`src/rtl/apb_pkg.sv`:
```
// Shared APB definitions: transfer state encoding and bus field widths,
// common to the initiator, delayer and completers.
package apb_pkg;

  localparam int APB_ADDR_W = 32;
  localparam int APB_DATA_W = 32;
  localparam int APB_STRB_W = 4;
  localparam int APB_PROT_W = 3;

  typedef enum logic [1:0] {
    IDLE   = 2'd0,
    SETUP  = 2'd1,
    ACCESS = 2'd2,
    RESP   = 2'd3
  } apb_state_e;

endpackage : apb_pkg

```
`src/rtl/apb_initiator.sv`:
```
// APB4 initiator: one outstanding valid/ready request becomes a SETUP/ACCESS
// transfer; the completion (or an ACCESS-phase timeout) returns on the response channel.
module apb_initiator
  import apb_pkg::*;
#(
  parameter int unsigned TIMEOUT = 1024
) (
  input  logic                  clock,
  input  logic                  reset,

  input  logic                  req_valid,
  output logic                  req_ready,
  input  logic [APB_ADDR_W-1:0] req_addr,
  input  logic                  req_write,
  input  logic [APB_DATA_W-1:0] req_wdata,
  input  logic [APB_STRB_W-1:0] req_strb,
  input  logic [APB_PROT_W-1:0] req_prot,

  output logic                  rsp_valid,
  input  logic                  rsp_ready,
  output logic [APB_DATA_W-1:0] rsp_rdata,
  output logic                  rsp_err,
  output logic                  rsp_timeout,

  output logic [APB_ADDR_W-1:0] paddr,
  output logic [APB_PROT_W-1:0] pprot,
  output logic                  pwrite,
  output logic [APB_DATA_W-1:0] pwdata,
  output logic [APB_STRB_W-1:0] pstrb,
  output logic                  psel,
  output logic                  penable,
  input  logic                  pready,
  input  logic [APB_DATA_W-1:0] prdata,
  input  logic                  pslverr
);

  // A zero TIMEOUT still needs a 1-bit counter so the declarations stay legal.
  localparam int CNT_W = (TIMEOUT > 0) ? $clog2(TIMEOUT + 1) : 1;
  localparam logic [CNT_W-1:0] CNT_LAST = CNT_W'((TIMEOUT > 0) ? (TIMEOUT - 1) : 0);

  apb_state_e            state_q, state_d;
  logic [CNT_W-1:0]      cnt_q, cnt_d;
  logic [APB_ADDR_W-1:0] paddr_q, paddr_d;
  logic [APB_PROT_W-1:0] pprot_q, pprot_d;
  logic                  pwrite_q, pwrite_d;
  logic [APB_DATA_W-1:0] pwdata_q, pwdata_d;
  logic [APB_STRB_W-1:0] pstrb_q, pstrb_d;
  logic [APB_DATA_W-1:0] rsp_rdata_q, rsp_rdata_d;
  logic                  rsp_err_q, rsp_err_d;
  logic                  rsp_timeout_q, rsp_timeout_d;

  always_comb begin
    // NOTE: every signal written here gets a default first, so no path leaves
    // it unassigned and no latch is inferred.
    state_d       = state_q;
    cnt_d         = cnt_q;
    paddr_d       = paddr_q;
    pprot_d       = pprot_q;
    pwrite_d      = pwrite_q;
    pwdata_d      = pwdata_q;
    pstrb_d       = pstrb_q;
    rsp_rdata_d   = rsp_rdata_q;
    rsp_err_d     = rsp_err_q;
    rsp_timeout_d = rsp_timeout_q;

    case (state_q)
      IDLE: begin
        if (req_valid) begin
          paddr_d  = req_addr;
          pprot_d  = req_prot;
          pwrite_d = req_write;
          pwdata_d = req_wdata;
          pstrb_d  = req_write ? req_strb : '0;
          state_d  = SETUP;
        end
      end
      SETUP: begin
        cnt_d   = '0;
        state_d = ACCESS;
      end
      ACCESS: begin
        // A completion in the final allowed cycle beats the timeout.
        if (pready) begin
          rsp_rdata_d   = pwrite_q ? '0 : prdata;
          rsp_err_d     = pslverr;
          rsp_timeout_d = 1'b0;
          state_d       = RESP;
        end else if ((TIMEOUT != 0) && (cnt_q == CNT_LAST)) begin
          rsp_rdata_d   = '0;
          rsp_err_d     = 1'b1;
          rsp_timeout_d = 1'b1;
          state_d       = RESP;
        end else begin
          cnt_d = cnt_q + 1'b1;
        end
      end
      RESP: begin
        if (rsp_ready) state_d = IDLE;
      end
      default: state_d = IDLE;
    endcase
  end

  // NOTE: sequential state uses non-blocking assignments so every flop samples
  // the pre-edge values of the others.
  always_ff @(posedge clock or posedge reset) begin
    if (reset) begin
      state_q       <= IDLE;
      cnt_q         <= '0;
      paddr_q       <= '0;
      pprot_q       <= '0;
      pwrite_q      <= 1'b0;
      pwdata_q      <= '0;
      pstrb_q       <= '0;
      rsp_rdata_q   <= '0;
      rsp_err_q     <= 1'b0;
      rsp_timeout_q <= 1'b0;
    end else begin
      state_q       <= state_d;
      cnt_q         <= cnt_d;
      paddr_q       <= paddr_d;
      pprot_q       <= pprot_d;
      pwrite_q      <= pwrite_d;
      pwdata_q      <= pwdata_d;
      pstrb_q       <= pstrb_d;
      rsp_rdata_q   <= rsp_rdata_d;
      rsp_err_q     <= rsp_err_d;
      rsp_timeout_q <= rsp_timeout_d;
    end
  end

  // Phase controls decode straight from the state register; any unknown
  // encoding decodes to all-deasserted.
  assign req_ready   = (state_q == IDLE);
  assign psel        = (state_q == SETUP) || (state_q == ACCESS);
  assign penable     = (state_q == ACCESS);
  assign rsp_valid   = (state_q == RESP);
  assign rsp_rdata   = rsp_rdata_q;
  assign rsp_err     = rsp_err_q;
  assign rsp_timeout = rsp_timeout_q;
  assign paddr       = paddr_q;
  assign pprot       = pprot_q;
  assign pwrite      = pwrite_q;
  assign pwdata      = pwdata_q;
  assign pstrb       = pstrb_q;

endmodule : apb_initiator
```
`config.mk`:
```
export PLATFORM = sky130hd
export DESIGN_NAME = apb_initiator
export DESIGN_NICKNAME = d
export VERILOG_FILES = /design/src/rtl/apb_pkg.sv /design/src/rtl/apb_initiator.sv
export SDC_FILE = /design/constraint.sdc
export NUM_CORES = 1
export LEC_CHECK = 0
export CORE_ASPECT_RATIO = 1.1
export CORE_MARGIN = 3
export CORE_UTILIZATION = 44
export DETAILED_ROUTE_END_ITERATION = 8
export PLACE_DENSITY = 0.82
export SLEW_MARGIN = 15
export SYNTH_ARGS = -nofsm -noshare
export SYNTH_HDL_FRONTEND = slang
export SYNTH_SLANG_ARGS = --single-unit
```
`constraint.sdc`:
```
create_clock -name clock -period 5.97 [get_ports clock]
set_input_delay 0.597 -clock clock [delete_from_list [all_inputs] [get_ports clock]]
set_output_delay 0.597 -clock clock [all_outputs]
set_load 0.05 [all_outputs]
```
==> impl_metrics.env <==
export IMPL_outcome="complete, no violations"
export IMPL_dr_pass1_iters=4
export IMPL_cts_sinks=119
export IMPL_post_cts_resized=0
export IMPL_drc=0
export IMPL_max_slew_margin_rel_pct=40.2
export IMPL_die_x_um=105
export IMPL_critPathArrivalTime_ns=2.54
export IMPL_seq_area_frac_synth_pct=63.1
export IMPL_gp_congestion=0.869
export IMPL_tns_ns=0
export IMPL_netlist_instances=331
export IMPL_startpoint_type="flop"
export IMPL_ctsLongestPathBuffers=2
export IMPL_post_cts_setup_buffer_count=0
export IMPL_min_period_over_period_pct=52.6
export IMPL_avgSynthCellArea_um2=14.3
export IMPL_grt_ovfl_total=0
export IMPL_syn_cell_area_mm2=0.00472
export IMPL_syn_to_final_growth_pct=61.7
export IMPL_p_per_area_mw_per_mm2=673
export IMPL_wirelength_um=12800
export IMPL_clk_pin_slew_ns=0.05
export IMPL_dp_hpwl_um=8960
export IMPL_grt_usage_pct=21.6
export IMPL_fin_worst_skew_ns=0.00653
export IMPL_min_delay_start="pstrb[3]"
export IMPL_htreeDepth=4
export IMPL_design_core_area_mm2=0.0104
export IMPL_port_buffers=219
export IMPL_cts_hold_buf=0
export IMPL_reg2reg_from="state_q[0]"
export IMPL_die_area_mm2=0.0120
export IMPL_antenna_found_initial=0
export IMPL_clock_root_buffer="clkbuf_16"
export IMPL_leakagePower_uw=0.00328
export IMPL_layout_drive_gt1_share_pct=18.8
export IMPL_critPathCaptureType="output pin"
export IMPL_drv_cap=0
export IMPL_ios=220
export IMPL_syn_nets=446
export IMPL_vdd_ir_drop_max_uv=453
export IMPL_ys_warn_count=0
export IMPL_grt_max_degree=74
export IMPL_grt_pass1_vias=3934
export IMPL_cp_max_fo=21
export IMPL_fin_crit_ns=3.14
export IMPL_first_iter_violations=135
export IMPL_ys_ff_latch=119
export IMPL_finalCoreUtilization_pct=73.1
export IMPL_drt_vias_per_instance=5.20
export IMPL_grt_pass1_wl_um=20300
export IMPL_worst_pin_slew_ns=0.897
export IMPL_start_util_pct=45.2
export IMPL_cts_buffers=17
export IMPL_insertion_delay_ns=0.40
export IMPL_hold_viol_final=0
export IMPL_rsz0062_at_grt="false"
export IMPL_setup_worst_path_class="reg2out"
export IMPL_row_count=39
export IMPL_setup_worst_path_start="state_q[0]"
export IMPL_nets=666
export IMPL_ys_types=39
export IMPL_drt_antenna_violating_nets=0
export IMPL_fmaxAchievable_mhz=319
export IMPL_tritoncts="done"
export IMPL_hp_class="reg2reg"
export IMPL_setup_viol=0
export IMPL_vias=3675
export IMPL_drv_slew=0
export IMPL_n_antenna_cell=0
export IMPL_cp_required_ns=5.37
export IMPL_drt_wirelength_per_cell_um=18.1
export IMPL_dieHeight_um=115
## power breakdown
group,internal [uW],switching (uW),leakage [uW],total [uW]
clock,739,342,0.000317,1080
sequential,1150,187,0.00148,1340
combinational,984,1730,0.00149,2720
total,2880,2260,0.00328,5140
## worst max-delay path, cell delays in order, from the launching register on
cell and delay (ns):
dfrtp_1 0.40, inv_1 0.12, ha_1 0.67, clkdlybuf4s50_1 0.95
## layer usage
layer / share of wire [%] / track usage [%] / wire length (um)
met5: 0 / 0 / 0
met1: 37 / 24.1 / 4760
met2: 53 / 37.4 / 6710
met4: 1.3 / 7.09 / 171
met3: 8.9 / 9.25 / 1140
## cell usage after synthesis
master      n  area, um^2
nand2_4     1        11.3
nor2_1      6        22.5
o211ai_1    1        7.51
a22o_1     32         280
a21oi_1     4        20.0
o22ai_1     1        6.26
or4_1       1        7.51
nand4b_1    1        8.76
nand2_1    13        48.8
nor3_1      2        10.0
nor2b_1     2        12.5
a31oi_2     1        12.5
mux2_1      1        11.3
buf_4       2        15.0
dfrtp_1   119        2980
a31oi_1     3        18.8
mux2_2     68         766
clkbuf_1   10        37.5
o311ai_0    1        8.76
a31o_2      1        8.76
nand4_1     3        18.8
o221ai_1    3        26.3
a21boi_0    1        7.51
buf_2       4        20.0
or2b_1      1        7.51
nand3_1     8        40.0
a41oi_1     2        17.5
buf_6       4        45.0
nand2b_1    3        18.8
and3_1      4        25.0
ha_1        5        62.6
and4b_1     1        10.0
a31o_1      1        8.76
o311ai_1    1        8.76
o21ai_0     7        35.0
a21o_1      1        7.51
o32a_1      1        10.0
inv_1       7        26.3
and4_1      4        35.0
## flip-flops by register name (all words and copies together) (netlist names)
| name | flops |
|---|---|
| cnt_q | 11 |
| paddr | 32 |
| pprot | 3 |
| pstrb | 4 |
| pwdata | 32 |
| pwrite | 1 |
| rsp_err | 1 |
| rsp_rdata | 32 |
| rsp_timeout | 1 |
| state_q | 2 |
## area by class of cell
cell class	count	area (um^2)
clock buffers	23	488
clock inverters	9	145
fillers	734	2810
inverters	7	28.8
multi-input cells	185	1610
flip-flops and latches	119	2980
well taps	143	179
repair buffers	221	2210
## kinds of logic after synthesis
logic type / after synthesis / synth area share, %
AND/OR/NAND/NOR: 50 / 5.86
multiplexers: 69 / 16.5
flip-flops: 119 / 63.1
buffers and inverters: 27 / 3.05
AO/OA/AOI/OAI: 61 / 10.3
adder cells (fa/ha/maj): 5 / 1.32
## worst paths after layout
check                                end  slack [ns]  cells after the start
max                              penable        2.83                      3
min in group asynchronous     pwdata[13]        0.73                      2
min                             pstrb[3]        0.48                      2
max reg2reg                rsp_rdata[31]        3.56                      5
min reg2reg                     pstrb[3]        0.48                      2
max in group asynchronous      paddr[20]        4.08                      3
## layout by cell type, fill, tap and decap left out, types with 2 or more instances in the layout
| cell type | n |
|---|---|
| dfrtp_1 | 119 |
| a22o_1 | 32 |
| nand3_1 | 8 |
| nor2_1 | 5 |
| inv_1 | 6 |
| ha_1 | 5 |
| buf_4 | 2 |
| nand2b_1 | 3 |
| a31oi_1 | 3 |
| nand4_1 | 3 |
| clkbuf_8 | 4 |
| mux2_2 | 68 |
| o21ai_0 | 7 |
| a21oi_1 | 4 |
| nor3_1 | 2 |
| and3_1 | 4 |
| bufinv_16 | 4 |
| nor2b_1 | 2 |
| clkbuf_16 | 17 |
| clkdlybuf4s50_1 | 219 |
| nand2_1 | 12 |
| a41oi_1 | 2 |
| and4_1 | 4 |
| clkbuf_1 | 2 |
| clkinv_2 | 5 |
| o221ai_1 | 3 |
## metrics by stage
step | power, uW | setup WS [ns] | instance area (um^2) | instances | hold WS (ns)
floorplan | 3150 | 2.22 | 4720 | 331 | 0.471
global placement | 4010 | 3.35 | 7000 | 675 | 0.466
detailed placement | 4070 | 3.22 | 7000 | 675 | 0.481
CTS | 5180 | 2.84 | 7630 | 707 | 0.492
global route | 5350 | 2.72 | 7640 | 707 | 0.509
finish | 5140 | 2.83 | 7640 | 707 | 0.483
Note: power is estimated with default switching activity, not from simulation.
